## config.mk

```make
export PLATFORM = sky130hd
export DESIGN_NAME = ofdm_preamble_inserter
export DESIGN_NICKNAME = d
export VERILOG_FILES = /design/src/rtl/ofdm_preamble_inserter.sv
export SDC_FILE = /design/constraint.sdc
export NUM_CORES = 1
export LEC_CHECK = 0
export CAP_MARGIN = 5
export CORE_MARGIN = 3
export CORE_UTILIZATION = 34
export CTS_CLUSTER_SIZE = 20
export DETAILED_ROUTE_END_ITERATION = 10
export SLEW_MARGIN = 10
export SYNTH_ARGS = -nofsm -noshare
export SYNTH_HDL_FRONTEND = slang
export SYNTH_SLANG_ARGS = --single-unit
```

## constraint.sdc

```tcl
create_clock -name clk -period 2.9 [get_ports clk]
set_clock_uncertainty 0.1 [all_clocks]
set_input_delay 0.29 -clock clk [delete_from_list [all_inputs] [get_ports clk]]
set_output_delay 0.29 -clock clk [all_outputs]
set_load 0.05 [all_outputs]
```

## src/rtl/ofdm_preamble_inserter.sv

```systemverilog
// ofdm_preamble_inserter
//   Assembles one OFDM frame on a valid/ready I/Q stream. A frame is PRE_LEN
//   preamble samples fetched from a preamble ROM at addresses 0..PRE_LEN-1,
//   followed by frame_len payload samples forwarded from the upstream IFFT/CP
//   stage. A single output register slot decouples the stream from
//   downstream backpressure. No sample is dropped or duplicated.
//
//   Optional feature macro: OFDM_PREAMBLE_SHIFT_EN
//     defined   : adds input pre_shift[3:0], latched on an accepted start.
//                 Preamble samples (not payload) leave as an arithmetic right
//                 shift of the ROM word by pre_shift.
//     undefined : pre_shift is absent and preamble samples pass unmodified.
//
// Ports
//   clk, rst_n           clock (rising edge), asynchronous active-low reset
//   start, frame_len     frame request pulse and payload length (0 = preamble only)
//   rom_addr, rom_en     preamble ROM read port (1-cycle read latency)
//   rom_i, rom_q         preamble ROM data, held by the ROM while rom_en=0
//   in_valid, in_ready   upstream payload handshake
//   in_i, in_q           upstream payload I/Q
//   out_valid, out_ready downstream handshake
//   out_i, out_q         output I/Q
//   out_first, out_last  first preamble sample / final sample of the frame
//   busy                 high from an accepted start until the last transfer
module ofdm_preamble_inserter #(
  parameter int PRE_LEN = 160,
  parameter int LEN_W   = 12
) (
  input  logic             clk,
  input  logic             rst_n,
  input  logic             start,
  input  logic [LEN_W-1:0] frame_len,
`ifdef OFDM_PREAMBLE_SHIFT_EN
  input  logic [3:0]       pre_shift,
`endif
  output logic [7:0]       rom_addr,
  output logic             rom_en,
  input  logic [15:0]      rom_i,
  input  logic [15:0]      rom_q,
  input  logic             in_valid,
  output logic             in_ready,
  input  logic [15:0]      in_i,
  input  logic [15:0]      in_q,
  output logic             out_valid,
  input  logic             out_ready,
  output logic [15:0]      out_i,
  output logic [15:0]      out_q,
  output logic             out_first,
  output logic             out_last,
  output logic             busy
);

  typedef enum logic [1:0] {
    S_IDLE = 2'd0,
    S_PRE  = 2'd1,
    S_PAY  = 2'd2,
    S_DONE = 2'd3
  } state_t;

  localparam logic [7:0] LAST_ADDR = 8'(PRE_LEN - 1);

  state_t           state_d, state_q;
  logic [7:0]       addr_d, addr_q;
  logic [LEN_W-1:0] len_d, len_q;
  logic [LEN_W-1:0] pay_cnt_d, pay_cnt_q;
  logic             busy_d, busy_q;
  logic             out_valid_d, out_valid_q;
  logic             src_rom_d, src_rom_q;
  logic [15:0]      pay_i_d, pay_i_q;
  logic [15:0]      pay_q_d, pay_q_q;
  logic             first_d, first_q;
  logic             last_d, last_q;

  logic             slot_free_s;
  logic             rom_fire_s;
  logic             pay_fire_s;
  logic             last_rom_s;
  logic             last_pay_s;
  logic [15:0]      pre_i_s;
  logic [15:0]      pre_q_s;

  // The output slot can take a new sample when empty or being emptied now.
  assign slot_free_s = !out_valid_q || out_ready;
  assign rom_fire_s  = (state_q == S_PRE) && slot_free_s;
  assign pay_fire_s  = (state_q == S_PAY) && slot_free_s && in_valid;
  assign last_rom_s  = (addr_q == LAST_ADDR);
  assign last_pay_s  = (pay_cnt_q == (len_q - LEN_W'(1)));

`ifdef OFDM_PREAMBLE_SHIFT_EN
  logic [3:0] shift_d, shift_q;
  assign pre_i_s = $signed(rom_i) >>> shift_q;
  assign pre_q_s = $signed(rom_q) >>> shift_q;
`else
  assign pre_i_s = rom_i;
  assign pre_q_s = rom_q;
`endif

  // ROM data arrives one cycle after the read, so a preamble sample in the
  // slot is presented straight from the (held) ROM outputs rather than a copy.
  assign out_i     = src_rom_q ? pre_i_s : pay_i_q;
  assign out_q     = src_rom_q ? pre_q_s : pay_q_q;
  assign out_valid = out_valid_q;
  assign out_first = out_valid_q & first_q;
  assign out_last  = out_valid_q & last_q;
  assign busy      = busy_q;
  assign rom_en    = rom_fire_s;
  assign rom_addr  = addr_q;
  assign in_ready  = (state_q == S_PAY) && slot_free_s;

  // Next-state logic for the frame sequencer and the output slot.
  always_comb begin
    state_d     = state_q;
    addr_d      = addr_q;
    len_d       = len_q;
    pay_cnt_d   = pay_cnt_q;
    busy_d      = busy_q;
    out_valid_d = out_valid_q;
    src_rom_d   = src_rom_q;
    pay_i_d     = pay_i_q;
    pay_q_d     = pay_q_q;
    first_d     = first_q;
    last_d      = last_q;
`ifdef OFDM_PREAMBLE_SHIFT_EN
    shift_d     = shift_q;
`endif

    case (state_q)
      S_IDLE: begin
        if (start) begin
          state_d   = S_PRE;
          busy_d    = 1'b1;
          len_d     = frame_len;
          addr_d    = 8'd0;
          pay_cnt_d = {LEN_W{1'b0}};
`ifdef OFDM_PREAMBLE_SHIFT_EN
          shift_d   = pre_shift;
`endif
        end else begin
          state_d = S_IDLE;
        end
      end
      S_PRE: begin
        if (rom_fire_s) begin
          if (last_rom_s) begin
            addr_d  = 8'd0;
            state_d = (len_q == {LEN_W{1'b0}}) ? S_DONE : S_PAY;
          end else begin
            addr_d = addr_q + 8'd1;
          end
        end else begin
          addr_d = addr_q;
        end
      end
      S_PAY: begin
        if (pay_fire_s) begin
          if (last_pay_s) begin
            state_d = S_DONE;
          end else begin
            pay_cnt_d = pay_cnt_q + LEN_W'(1);
          end
        end else begin
          state_d = S_PAY;
        end
      end
      S_DONE: begin
        // A start arriving with the last transfer is dropped: IDLE only
        // looks at start from the following cycle onward.
        if (out_valid_q && out_ready && last_q) begin
          state_d = S_IDLE;
          busy_d  = 1'b0;
        end else begin
          state_d = S_DONE;
        end
      end
      default: begin
        state_d = S_IDLE;
        busy_d  = 1'b0;
      end
    endcase

    if (slot_free_s) begin
      if (rom_fire_s) begin
        out_valid_d = 1'b1;
        src_rom_d   = 1'b1;
        first_d     = (addr_q == 8'd0);
        last_d      = last_rom_s && (len_q == {LEN_W{1'b0}});
      end else if (pay_fire_s) begin
        out_valid_d = 1'b1;
        src_rom_d   = 1'b0;
        pay_i_d     = in_i;
        pay_q_d     = in_q;
        first_d     = 1'b0;
        last_d      = last_pay_s;
      end else begin
        out_valid_d = 1'b0;
      end
    end else begin
      out_valid_d = out_valid_q;
    end
  end

  // State and output-slot registers.
  always_ff @(posedge clk or negedge rst_n) begin
    if (!rst_n) begin
      state_q     <= S_IDLE;
      addr_q      <= 8'd0;
      len_q       <= {LEN_W{1'b0}};
      pay_cnt_q   <= {LEN_W{1'b0}};
      busy_q      <= 1'b0;
      out_valid_q <= 1'b0;
      src_rom_q   <= 1'b0;
      pay_i_q     <= 16'd0;
      pay_q_q     <= 16'd0;
      first_q     <= 1'b0;
      last_q      <= 1'b0;
`ifdef OFDM_PREAMBLE_SHIFT_EN
      shift_q     <= 4'd0;
`endif
    end else begin
      state_q     <= state_d;
      addr_q      <= addr_d;
      len_q       <= len_d;
      pay_cnt_q   <= pay_cnt_d;
      busy_q      <= busy_d;
      out_valid_q <= out_valid_d;
      src_rom_q   <= src_rom_d;
      pay_i_q     <= pay_i_d;
      pay_q_q     <= pay_q_d;
      first_q     <= first_d;
      last_q      <= last_d;
`ifdef OFDM_PREAMBLE_SHIFT_EN
      shift_q     <= shift_d;
`endif
    end
  end

endmodule

```

After elaboration in Yosys (flattened, before gate mapping)
Cells that the tools add are included.

cells by class
  add/subtract/negate cells = 3
  equality and inequality tests = 12
  muxes and demuxes = 28
  bitwise operators = 3
  reductions and logical operators = 22

operators with widths
  kind                                                                   number
  12-bit two-way mux                                                     3
  16-bit two-way mux                                                     2
  8-bit two-way mux                                                      3
  12-bit case mux with 2 select lines                                    1
  8-bit case mux with 2 select lines                                     1
  12-bit by 1-bit adder with 12-bit output (second input constant)       1
  12-bit == test                                                         1
  12-bit logical NOT                                                     1
  2-bit inequality test (second input constant)                          6
  3-bit AND reduction                                                    4
  12-bit by 1-bit subtractor with 12-bit output (second input constant)  1
  1-bit two-way mux                                                      11
  2-bit two-way mux                                                      5
  8-bit by 1-bit adder with 8-bit output (second input constant)         1
  8-bit == test (second input constant)                                  1
  8-bit logical NOT                                                      1
  2-bit case mux with 4 select lines                                     1
  2-bit nonzero test                                                     4
  1-bit logical AND                                                      6
  2-bit == test (second input constant)                                  2
  2-bit AND reduction                                                    2
  4-bit AND reduction                                                    1
  3-bit inequality test (second input constant)                          1
  1-bit bitwise AND                                                      2
  6 further kinds                                                        6

word-level totals
  register bits after elaboration = 71
  input port bits = 81
  output and inout bits = 46
  logic and storage cells = 79

Depth between registers and ports, before layout
Gate-level depths: netlist (run 1).

  depth in word-level cells = 6
  gate-level depth with buffers = 12
  gate-level depth less buffers = 9

Least setup slack after synthesis (run 1)
OpenSTA, ideal clock, no wires.

  kind = register to register
  start = register len_q[2]
  end = register pay_cnt_q[8]
  library setup time = 0.078 ns
  arrival time = 2.897 ns
  data required time = 2.722 ns
  slack = -0.175 ns
  stages on the path, launching flop included = 10
  buffers on the path = 2
  clock period less this slack = 3.075 ns
  cells stage by stage = dfrtp_1 buf_6 or4_4 or4b_4 or3_1 xnor2_1 o2111a_2 buf_6 or4_1 a21oi_1

on the way
  cells in the longest elaborated chain, start to end = 4

RTL lines
  item                                           line  RTL
  from (decl)                                    64    logic [LEN_W-1:0] len_d, len_q;
  from (signal assigned)                         207   len_q <= {LEN_W{1'b0}};
  from (signal assigned)                         222   len_q <= len_d;
  12-bit by 1-bit subtractor with 12-bit output  87    assign last_pay_s = (pay_cnt_q == (len_q - LEN_W'(1)));
  12-bit == test                                 87
  2-bit inequality test (no source line)         -
  4-bit AND reduction (no source line)           -
  to (signal assigned)                           208   pay_cnt_q <= {LEN_W{1'b0}};
  to (signal assigned)                           223   pay_cnt_q <= pay_cnt_d;
  to (decl)                                      65    logic [LEN_W-1:0] pay_cnt_d, pay_cnt_q;

No other way between the ends.
A chain may end at the register's enable or synchronous reset.

Worst setup path after layout (run 1)
Same ends and word-level chain as after synthesis.

==> results.txt, run 1 <==
----------------------------------------------------
[Clocking]
  Number of H-tree levels ... 3
  Clock latency on the worst-skew pair ... 330 ps
  Sink count of the clock tree ... about 70
  CTS tree ... done
  Maximum clock insertion buffer count ... 2
  CTS clk-pin slew, worst paths ... around 60 ps
  Buffer type at the clock tree root ... clkbuf_16
  Cts bufs inserted ... 9

[Timing]
  Share of the clock period used by the worst path after layout ... 104%
  Number of max-slew violations in the final report ... 0
  Final critical-path required period ... ~3000 ps
  Achievable clock frequency ... around 330 MHz
  Setup repair after global routing missed its margin ... yes
  Worst slew margin ... between 50% and 60%
  Number of endpoints failing setup at the final stage ... 12
  Final setup slack of the worst path ... -109 ps
  Fin. Hold Viols ... 0
  Least-Margin Pin Slew ... a little over 700 ps

[Layout]
  Area Growth Syn to Fin ... 48.7%
  Final #Nets ... 660
  Number of inserted diodes ... 0
  Fraction of layout instances using a drive strength above 1 ... between 10% and 20%
  Filler-free cell count of the finished design ... between 700 and 800

[Power]
  Clock share of power ... 26.4%
  Power Internal ... between 2000 and 3000 uW
  Power per Cell Area ... around 800 mW/mm^2
  Static leakage ... between 0.002 and 0.003 uW
  Net switching power ... 1730 uW
  IR drop worst, VDD ... just over 0.3 mV
  Part of the power in registers ... between 30% and 40%
  Comb pwr share ... 36.9%
  Sw Ratio ... a little under two fifths

[Worst setup path]
  Critical R2R Capture ... pay_cnt_q[8]
  Type of the setup path with the least slack ... flip-flop to flip-flop
  Kind of end point of the critical path ... flip-flop
  Nature of the critical path startpoint ... flip-flop
  Worst-path fanout max ... 6
  Critical path origin ... len_q[2]
  Reg-to-reg slack, setup ... -110 ps
  Crit path capture ... pay_cnt_q[8]
  Worst endpoint data arrival time ... 3170 ps
  Cell depth of the worst flop-to-flop path ... 7
  Worst flop-to-flop path startpoint ... len_q[2]
  Data required, critical path ... roughly 3100 ps

[Synth]
  Fraction of registers with async set or reset after synthesis ... 100%
  Netlist cell types ... 41
  Net count after synthesis ... 524
  Top post-synthesis cells by count ... nand2_1, dfrtp_1, mux2_2, clkbuf_1, nor2_1
  Main area contributors after synthesis ... dfrtp_1, nand2_1, mux2_2, xor2_1, xnor2_1
  Leading area contributor after synthesis ... dfrtp_1
  Most frequently used cell type in the post-synthesis netlist ... nand2_1
  Synth Register Bits ... 71
  Share of synthesized area occupied by flip-flops and latches ... 46.0%
  Primary FF master, synth ... dfrtp_1
  Post-synthesis instance area ... 0.00387 mm^2
  Mean instance size in the synthesized netlist ... ~8.8 um^2
  Area share of the largest cell type after synthesis ... a little under half
  Warnings from Yosys ... 0
  Syn Inst Count ... ~440
  Number of flops mapped to enable cells by yosys ... 0

[Routing]
  Detailed router's first-iteration violation count ... a little under 200
  Vias per std cell ... 5.07
  Total number of vias ... around 3.7k
  Wire per inst ... about 16 um
  First-pass detailed-route iteration total ... 4
  Total detailed-routing wirelength ... about 11 mm
  Drt drc ... 0
  ANT nets after route ... 0

[Floorplanning]
  Ports placed on the boundary ... 127
  Vertical die dimension ... ~110 um
  Standard-cell rows ... 38
  Die Wd ... 113 um
  Effective utilization at floorplan ... about a third
  Total Die Area ... about 0.013 mm^2
  Placeable core area ... between 0.01 and 0.015 mm^2

[Global route]
  Vias in the first global route ... 3701
  Total congestion overflow after global routing ... 0
  Antenna violations before repair ... 0
  Combined global-route utilization of all metal layers ... between 15 and 20%
  Layer with the highest usage ... met2
  Maximum number of pins on one net before global-route repair ... 37
  Met1 capacity usage during global routing ... around 23%
  Met2 global-route usage ... roughly 27%
  Global-route wire length before repair ... between 15 and 20 mm
  Global Route met3 Usage ... between 6 and 7%

[Min path]
  Hold crit path type ... flip-flop to flip-flop

[Placed design]
  Port buffer count ... 126
  HPWL after detailed placement ... between 7 and 8 mm
  GP Congestion ... between 0.8 and 0.9
  Count of placed standard cells including taps ... 700
  Minimum setup slack after placement ... -98.1 ps

[Job]
  Number of maximum-capacitance violations ... 0

[Status]
  Violated checks ... negative setup slack
  Outcome ... complete, but fails checks

----------------------------------------------------
## through the flow
step | utilization (%) | area (um^2) | total power (uW) | TNS [ps] | hold WS [ps]
floorplan | - | 3870 | 2650 | -328 | -106
detailed placement | 48.5 | 5320 | 3280 | -412 | 284
CTS | 51.6 | 5670 | 4510 | -389 | 377
global route | 52.3 | 5750 | 4870 | -2080 | 384
global placement | 48.5 | 5320 | 3240 | -61.9 | 288
finish | 52.3 | 5750 | 4570 | -746 | 375
## worst max-delay path, stage by stage, from the launching register on
cell and delay [ps]:
dfrtp_1 370, or4_4 540, or4b_4 520, or3_4 360
xnor2_2 160, o2111a_2 230, or4_4 520, a21oi_2 130
## cell usage in the layout (no fill, tap or decap), types with 2 or more instances in the layout
cell,n
buf_6,2
xnor2_1,8
o31ai_1,9
nand4_1,9
xnor2_2,2
and3_1,2
inv_1,9
a31oi_1,3
ha_1,4
clkbuf_16,9
nand3b_1,3
nor3_1,6
dfrtp_1,71
nor2_1,16
o21ai_0,9
nand2_1,147
nand2b_1,4
or4_1,6
nand3_1,13
o2111a_2,2
or4_4,2
o211ai_1,6
and2_1,3
nor4_1,4
clkdlybuf4s50_1,120
bufinv_16,2
a21oi_2,2
nor2_2,2
mux2i_1,2
a21oi_1,13
nor2b_1,3
buf_4,24
xor2_1,11
mux2_2,32
## logic make-up (layout without fill, tap and decap cells)
| family | count (synthesis) | in the layout | share of synthesized area, % |
|---|---|---|---|
| flip-flops | 71 | 71 | 46.0 |
| multiplexers | 34 | 34 | 9.84 |
| adder cells (fa/ha/maj) | 4 | 4 | 1.29 |
| AND/OR/NAND/NOR | 229 | 229 | 26.7 |
| AO/OA/AOI/OAI | 47 | 48 | 7.67 |
| buffers and inverters | 33 | 173 | 3.82 |
| XOR/XNOR | 21 | 21 | 4.76 |
## repair_timing
item | in CTS | in global routing
pin swaps | 0 | 1
resized for setup | 1 | 13
buffers inserted | 1 | 1
cloned | 0 | 1
hold endpoints to repair | 29 | 0
hold buffers | 1 | 0
endpoints found under the setup margin | 11 | 13
## state kept, by name (all words and copies together), names as in the netlist
signal and cells:
busy 1, first_q 1, last_q 1, len_q 12
out_valid 1, pay_cnt_q 12, pay_i_q 16, pay_q_q 16
rom_addr 8, src_rom_q 1, state_q 2
## worst min path at each step
stage | start | to | slack [ps] | cells after the start
floorplan | rst_n | busy | -110 | 0
detailed placement | rst_n | busy | 280 | 1
global route | in_i[11] | pay_i_q[11] | 380 | 3
global placement | rst_n | state_q[1] | 290 | 1
finish | pay_q_q[10] | pay_q_q[10] | 370 | 2
CTS | in_q[8] | pay_q_q[8] | 380 | 3
## final cells by class
| cell class | instances | area [um^2] |
|---|---|---|
| Clock inverter | 5 | 81.3 |
| Sequential cell | 71 | 1780 |
| Clock buffer | 11 | 243 |
| Timing Repair Buffer | 148 | 1420 |
| Fill cell | 1011 | 5230 |
| Inverter | 9 | 33.8 |
| Tap cell | 140 | 175 |
| Multi-Input combinational cell | 336 | 2020 |
## per-layer routing
| layer | vias up | routed length [um] |
|---|---|---|
| met4 | 0 | 158 |
| met3 | 18 | 952 |
| li1 | 1761 | - |
| met2 | 138 | 5050 |
| met1 | 1735 | 5020 |
| met5 | - | 0 |
## power by group through the flow
stage	sequential (uW)	clock, uW	combinational [uW]
after floorplan	1680	0	966
after global placement	1680	0	1560
after detailed placement	1670	0	1610
after CTS	1680	1230	1610
after global routing	1730	1270	1870
final	1680	1210	1690
Power figures use the tool's default switching activity.
==> run 2: changes to the inputs <==
--- a/config.mk
+++ b/config.mk
@@ -5,11 +5,13 @@
 export SDC_FILE = /design/constraint.sdc
 export NUM_CORES = 1
 export LEC_CHECK = 0
+export ABC_CLOCK_PERIOD_IN_PS = 2900
 export CAP_MARGIN = 5
 export CORE_MARGIN = 3
 export CORE_UTILIZATION = 34
 export CTS_CLUSTER_SIZE = 20
 export DETAILED_ROUTE_END_ITERATION = 10
+export SETUP_SLACK_MARGIN = 0.4
 export SLEW_MARGIN = 10
 export SYNTH_ARGS = -nofsm -noshare
 export SYNTH_HDL_FRONTEND = slang
==> results.txt, run 2 (synthesis results as in run 1) <==
----------------------------------------------------
[Clocking]
  CTS tree ... done
  Clock latency on the worst-skew pair ... 340 ps
  Sink count of the clock tree ... 71
  Buffer type at the clock tree root ... clkbuf_16
  Cts bufs inserted ... 9
  Number of H-tree levels ... 3
  Maximum clock insertion buffer count ... 2
  CTS clk-pin slew, worst paths ... roughly 50 ps

[Timing]
  Fin. Hold Viols ... 0
  Share of the clock period used by the worst path after layout ... 105%
  Number of endpoints failing setup at the final stage ... 10
  Final setup slack of the worst path ... -142 ps
  Number of max-slew violations in the final report ... 0
  Setup repair after global routing missed its margin ... yes
  Post-route setup TNS ... -627 ps
  Least-Margin Pin Slew ... between 800 and 900 ps
  Worst slew margin ... 45.5%
  Achievable clock frequency ... about 330 MHz
  Final critical-path required period ... 3040 ps

[Global route]
  Antenna violations before repair ... 0
  Vias in the first global route ... 3885
  Global-route wire length before repair ... 18.9 mm
  Maximum number of pins on one net before global-route repair ... 39
  Total congestion overflow after global routing ... 0
  Combined global-route utilization of all metal layers ... approximately 18%

[Placed design]
  Count of placed standard cells including taps ... 699
  Port buffer count ... 126
  HPWL after detailed placement ... roughly 7.8 mm
  GP Congestion ... ~0.84
  Minimum setup slack after placement ... -194 ps
  Post-Place Cell Area ... about 0.0053 mm^2

[Routing]
  Wire per inst ... 15.3 um
  Total detailed-routing wirelength ... ~11 mm
  Vias per std cell ... roughly 5.0
  Drt drc ... 0
  ANT nets after route ... 0
  Total number of vias ... 3594
  First-pass detailed-route iteration total ... 4
  Detailed router's first-iteration violation count ... 166

[Layout]
  Fraction of layout instances using a drive strength above 1 ... around 17%
  Most common cell after layout, fill and taps aside ... nand2_1
  Final #Nets ... ~660
  Largest registers ... pay_i_q x16, pay_q_q x16
  Area Growth Syn to Fin ... 48.9%
  Most used cells in the layout excluding fill and tap cells ... nand2_1, clkdlybuf4s50_1, dfrtp_1, mux2_2, buf_4
  Filler-free cell count of the finished design ... between 700 and 800
  Final Core Density ... a little over half
  Post-route standard cell area excluding fillers ... ~0.0058 mm^2
  Number of inserted diodes ... 0

[Min path]
  Hold crit path type ... flip-flop to flip-flop

[Floorplanning]
  Standard-cell rows ... 38
  Die Wd ... 113 um
  Total Die Area ... between 0.01 and 0.015 mm^2
  Ports placed on the boundary ... 127
  Vertical die dimension ... about 110 um
  Placeable core area ... around 0.011 mm^2
  Effective utilization at floorplan ... 35.2%

[Status]
  Violated checks ... negative setup slack
  Outcome ... complete, but fails checks

[Power]
  Power per Cell Area ... 757 mW/mm^2
  IR drop worst, VDD ... just over 0.4 mV
  Static leakage ... 0.00261 uW

[Worst setup path]
  Nature of the critical path startpoint ... flip-flop
  Worst endpoint data arrival time ... 3210 ps
  Data required, critical path ... 3070 ps
  Type of the setup path with the least slack ... flip-flop to flip-flop
  Kind of end point of the critical path ... flip-flop
  Worst-path fanout max ... 4

[Job]
  Number of maximum-capacitance violations ... 0

----------------------------------------------------
## run 2: cell count changes in the layout (fill, tap and decap cells not counted), moves of 2 or more
cell	before	now
clkdlybuf4s50_1	120	91
dlygate4sd2_1	0	25
buf_4	24	27
o31ai_1	9	6
a21oi_1	13	11
a21oi_2	2	4
buf_12	0	2
bufinv_16	2	0
o31ai_4	0	2
or4_1	6	4
or4_4	2	4
## run 2: path summary, 6_finish.rpt
check / startpoint / endpoint / slack, ps / depth (start not counted)
setup reg to reg: len_q[2] / pay_cnt_q[4] / -140 / 9
max in group asynchronous: rst_n / pay_i_q[3] / 1530 / 3
min in group asynchronous: rst_n / busy / 490 / 2
hold / removal: pay_q_q[0] / pay_q_q[0] / 370 / 2
hold reg to reg: pay_q_q[0] / pay_q_q[0] / 370 / 2
setup / recovery: len_q[2] / pay_cnt_q[4] / -140 / 9
## run 2: metal layers
layer / track usage, % / vias up / wire length [um]
met3: 6.15 / 16 / 925
met5: 0 / - / 0
met4: 7.61 / 0 / 257
li1: - / 1762 / -
met1: 22.4 / 1692 / 4750
met2: 29.6 / 124 / 5110
## run 2: metrics by stage
stage          hold WS (ps)  total power, uW
6_report                371             4360
5_1_grt                 386             4660
4_1_cts                 369             4380
3_5_place_dp            324             3260
3_3_place_gp            321             3220
2_1_floorplan          -106             2650
## run 2: critical path, stage by stage (launching register included)
cell and delay, ps:
dfrtp_1 380, or4_4 550, or4b_4 510, or3_4 350, xnor2_2 150, o2111a_2 210
buf_4 140, buf_4 130, or4_1 390, nand2_1 70
## run 2: repair_timing
action / CTS / global route
resized for setup: 37 / 12
hold buffers: 1 / 0
endpoints found under the hold margin: 33 / 0
cloned: 1 / 0
pin swaps: 3 / 5
buffers inserted: 5 / 0
setup endpoints to repair: 39 / 15
## run 2: final cells by class
type / instances / area (um^2)
fillers: 1021 / 5230
multi-input cells: 336 / 2080
flip-flops and latches: 71 / 1780
repair buffers: 150 / 1420
clock buffers: 12 / 246
well taps: 140 / 175
inverters: 9 / 33.8
clock inverters: 3 / 20.0
## run 2: report_power, final
part	internal, uW	leakage, uW	switching (uW)
combinational	714	0.00158	947
sequential	1340	0.000906	336
clock	596	0.000125	421
